## config.mk

```make
export PLATFORM = sky130hd
export DESIGN_NAME = wb_arb_mux
export DESIGN_NICKNAME = d
export VERILOG_FILES = /design/src/rtl/wb_arb_mux.sv
export SDC_FILE = /design/constraint.sdc
export NUM_CORES = 1
export LEC_CHECK = 0
export BUFFER_PORTS_ARGS = -buffer_cell sky130_fd_sc_hd__buf_2
export CORE_AREA = 2 2 95 97
export DETAILED_ROUTE_END_ITERATION = 10
export DIE_AREA = 0 0 97 99
export SLEW_MARGIN = 40
export SYNTH_ARGS = -nofsm -noshare
export SYNTH_HDL_FRONTEND = slang
export SYNTH_SLANG_ARGS = --single-unit
```

## constraint.sdc

```tcl
create_clock -name clk -period 2.5 [get_ports clk]
set_clock_uncertainty 0.15 [all_clocks]
set_input_delay 0.5 -clock clk [delete_from_list [all_inputs] [get_ports clk]]
set_output_delay 0.5 -clock clk [all_outputs]
set_load 0.005 [all_outputs]
```

## src/rtl/wb_arb_mux.sv

```systemverilog
// Round-robin multi-master wishbone arbiter feeding a one-hot slave decoder,
// with bus-hold grants and a per-transfer timeout that turns a hung slave into err.
module wb_arb_mux #(
  parameter int ADDR_WIDTH = 5,
  parameter int DATA_WIDTH = 16,
  parameter int SLAVES     = 4,
  parameter int MASTERS    = 2,
  parameter int TIMEOUT    = 15
) (
  input  logic                                  clk,
  input  logic                                  rst,
  input  logic [MASTERS-1:0]                    m_cyc,
  input  logic [MASTERS-1:0]                    m_stb,
  input  logic [MASTERS-1:0]                    m_we,
  input  logic [(ADDR_WIDTH+SLAVES)*MASTERS-1:0] m_addr,
  input  logic [DATA_WIDTH*MASTERS-1:0]         m_data_write,
  output logic [MASTERS-1:0]                    m_ack,
  output logic [MASTERS-1:0]                    m_err,
  output logic [DATA_WIDTH-1:0]                 m_data_read,
  input  logic [SLAVES-1:0]                     s_ack,
  input  logic [SLAVES-1:0]                     s_err,
  output logic [SLAVES-1:0]                     s_cyc,
  output logic [SLAVES-1:0]                     s_stb,
  output logic [SLAVES-1:0]                     s_we,
  output logic [ADDR_WIDTH*SLAVES-1:0]          s_addr,
  output logic [DATA_WIDTH*SLAVES-1:0]          s_data_write,
  input  logic [DATA_WIDTH*SLAVES-1:0]          s_data_read
);

  localparam int FW = ADDR_WIDTH + SLAVES;
  localparam int GW = (MASTERS > 1) ? $clog2(MASTERS) : 1;
  localparam int SW = (SLAVES > 1) ? $clog2(SLAVES) : 1;
  localparam int TW = (TIMEOUT > 0) ? $clog2(TIMEOUT + 1) : 1;

  logic          busy;
  logic [GW-1:0] gnt;
  logic [GW-1:0] nxt_gnt;
  logic          found;
  logic [TW-1:0] tcnt;
  logic [FW-1:0] g_addr;
  logic [SW-1:0] sel;
  logic          selected;
  logic          active;
  logic          w;
  logic          tfire;

  always_comb begin
    g_addr   = m_addr[int'(gnt)*FW +: FW];
    active   = busy && m_cyc[gnt];
    sel      = '0;
    selected = 1'b0;
    for (int i = SLAVES - 1; i >= 0; i--) begin
      if (g_addr[ADDR_WIDTH+i]) begin
        sel      = SW'(i);
        selected = 1'b1;
      end
    end
    w     = active && m_stb[gnt] && selected
            && !s_ack[sel] && !s_err[sel];
    tfire = (TIMEOUT > 0) && w && (tcnt == TW'(TIMEOUT));
  end

  // search starts just past the current holder, so it ends on it
  always_comb begin
    nxt_gnt = gnt;
    found   = 1'b0;
    for (int k = 1; k <= MASTERS; k++) begin
      if (!found && m_cyc[(int'(gnt) + k) % MASTERS]) begin
        found   = 1'b1;
        nxt_gnt = GW'((int'(gnt) + k) % MASTERS);
      end
    end
  end

  always_ff @(posedge clk or posedge rst) begin
    if (rst) begin
      busy <= 1'b0;
      gnt  <= GW'(MASTERS - 1);
      tcnt <= '0;
    end else begin
      if (!busy || !m_cyc[gnt]) begin
        busy <= found;
        gnt  <= nxt_gnt;
      end
      if ((TIMEOUT > 0) && w && !tfire)
        tcnt <= tcnt + 1'b1;
      else
        tcnt <= '0;
    end
  end

  always_comb begin
    m_ack        = '0;
    m_err        = '0;
    s_cyc        = '0;
    s_stb        = '0;
    m_data_read  = 'x;
    s_we         = {SLAVES{m_we[gnt]}};
    s_addr       = {SLAVES{g_addr[ADDR_WIDTH-1:0]}};
    s_data_write = {SLAVES{m_data_write[int'(gnt)*DATA_WIDTH +: DATA_WIDTH]}};
    if (active) begin
      s_cyc = '1;
      if (selected) begin
        s_stb[sel]  = m_stb[gnt] && !tfire;
        m_ack[gnt]  = s_ack[sel];
        m_err[gnt]  = s_err[sel] || tfire;
        m_data_read = s_data_read[int'(sel)*DATA_WIDTH +: DATA_WIDTH];
      end else begin
        m_err[gnt] = m_stb[gnt];
      end
    end
  end

endmodule

```

==> results.toml <==
[cts]
cts_buffers = 3
clk_path_buf_depth = 2
root_buffer = "clkbuf_8"
cts_tree = "yes"
clk_latency_ns = 0.22
clk_pin_slew_worst_paths_ns = 0.04
htreeDepth = 1
cts_sinks = 6

[yosys]
synth_cells = 215
ys_types = 44
syn_area_per_cell_sq_um = 8.18
synth_most_common_cell = "buf_4"
synthMuxAreaShare = 0.147
synth.area.top_cells = "buf_4 30%, mux2_2 14%, a22o_1 9.5%"
synth-compound-area-share = 0.268
synth_edf_count = 0
synth-main-ff-cell = "dfrtp_1"
yosysSeqAreaShare = 0.0861
synth-simple-area-share = 0.147
yosys.area_share.xor_xnor = 0.00996
synthAdderAreaFrac = 0.00711
synth_fp_nets = 346
synth_top_area_cell = "buf_4"
synth_commonest_cells = "70 x buf_4, 22 x mux2_2, 19 x a22o_1, 16 x a221o_1, 8 x nor2_1"
syn_area_sq_um = 1760
synth_top_area_share = 0.299
yosys_warnings = 0
synth_top_family_by_area = "buffers and inverters"
async_flop_share = 1.00
ys_ff_latch = 6

[run_status]
failed_checks = "setup timing"
outcome = "complete, but fails checks"

[floorplan]
die_h_microns = 99
core_sq_um = 8550
die_area_sq_um = 9600
row_count = 34
io_pins = 246
die_w_microns = 97
initial_utilization = 0.206

[detailed_routing]
drtIter0Drc = 47
wl_per_cell_microns = 13.9
viasPerCell = 4.57
vias = 2395
drt_wl_total_microns = 7290
drc_errors = 0
ant_nets = 0
dr.pass1.iters = 4

[sta]
finalCriticalPeriod_ns = 2.79
clock.fmax_mhz = 358
worst_pin_slew_ns = 0.405
slew_headroom = 0.728
timing.final.ws_setup_ns = -0.292
finalCritPeriodShare = 1.12
setup_tns_ns = -4.57
slew_violations = 0
hold_viol_final = 0
finalSetupViolCount = 24
rsz0062_at_grt = "yes"

[layout]
n_fill_cell = 905
fin_area_sq_um = 2970
n_antenna_cell = 0
layout-drive-gt1-share = 0.784
fin_nets = 548
final_util = 0.348
syn_to_final_growth_pct = 69.1

[grt]
antenna_found_initial = 1
grt_pass1_wl_microns = 11000
grt_usage = 0.139
grt_max_degree = 21
gr-total-overflow = 0
grt_pass1_vias = 2318

[place]
placed_area_sq_um = 2750
dp_hpwl_microns = 6280
place.gp.congestion = 0.763
portBuffers = 245

[worst_setup_path]
cp_max_fo = 7
cpPeakStageDelay_ns = 0.44
worst_setup_path_start_kind = "flop"
arrival_ns = 2.14
critPathSlowestCell = "or4_4"
endpoint_kind = "primary output"
crit_path_cell_trace = "buf_6, o32a_1, a22o_1, or4_4, a21oi_2, buf_2"
required_ns = 1.85
crit_type = "reg2out"

[power]
ir_drop_mv = 0.127
p_leak_uw = 0.00163
power_density_nw_per_um2 = 347
power_uw = 1030

[flow_run]
drv_cap = 0

[min_path]
hp-class = "in2async"
worst max-delay path: cells and delay by family (launching register included):
family / cells / cell delay, ns
AO/OA/AOI/OAI: 3 / 0.81
buffers and inverters: 2 / 0.27
flip-flops: 1 / 0.39
AND/OR/NAND/NOR: 1 / 0.44
path summary, 6_finish.rpt:
kind / from / to / slack, ns / cells after the start
max: gnt$_DFFE_PP1P_ / m_err[1] / -0.29 / 6
min: rst / tcnt[0]$_DFF_PP0_ / 0.05 / 2
max reg2reg: gnt$_DFFE_PP1P_ / tcnt[3]$_DFF_PP0_ / 0.15 / 8
min reg2reg: tcnt[0]$_DFF_PP0_ / tcnt[0]$_DFF_PP0_ / 0.32 / 1
max in group asynchronous: rst / gnt$_DFFE_PP1P_ / 1.89 / 2
min in group clk: tcnt[0]$_DFF_PP0_ / tcnt[0]$_DFF_PP0_ / 0.32 / 1
layer usage:
layer,GRT usage,wire [microns],share of wire
met4,0.0412,105,0.014
met2,0.283,4130,0.57
met3,0.0312,736,0.10
met5,0,11,0.0015
met1,0.138,2310,0.32
per-stage QoR:
stage / hold WS [ns] / cells / setup WS [ns]
after floorplan: 0.140 / 215 / 0.00202
after global placement: 0.290 / 510 / -0.274
after detailed placement: 0.294 / 510 / -0.306
after CTS: 0.0600 / 519 / -0.291
after global routing: 0.0740 / 524 / -0.376
final: 0.0495 / 524 / -0.292
cells in the final DEF (no fill, tap or decap), drive strengths merged, types with 2 or more instances in the layout:
cell type / instances
clkbuf: 5
o21a: 2
nor4: 3
nand3: 3
mux2: 22
a21oi: 5
inv: 2
and3b: 2
and3: 2
nor3b: 5
nand2b: 2
o21ai: 2
nand2: 7
nor3: 7
or4: 2
buf: 277
nor2: 8
o211ai: 2
a22o: 19
a221o: 16
dfrtp: 5
area by class of cell:
cell class,instances,area (sq um),area share
Inverter,2,7.51,0.00252
Multi-Input combinational cell,126,1120,0.377
Sequential cell,6,151,0.0509
Clock buffer,4,45.0,0.0151
Tap cell,108,135,0.0454
Timing Repair Buffer,278,1510,0.509
registers in the layout, indices dropped and copies added, names as in the netlist:
register,cells
busy,1
gnt,1
tcnt,4
logic make-up after synthesis:
kind of cell | Yosys count
compound gates | 55
xor+xnor | 2
fa+ha+maj | 1
buf+inv | 83
flops | 6
mux | 23
simple gates | 45
where the power goes:
part | switching (uW) | internal [uW] | leakage, uW
sequential | 6.68 | 103 | 0.0000765
combinational | 336 | 431 | 0.00153
clock | 44.4 | 110 | 0.0000228
total | 387 | 644 | 0.00163
repair_timing:
action | in CTS | in global routing
pin swaps | 6 | 3
resized for setup | 8 | 16
gates cloned | 0 | 1
hold buffers | 0 | 0
setup buffers | 5 | 4
endpoints found under the setup margin | 88 | 56
Note: power is estimated with default switching activity, not from simulation.
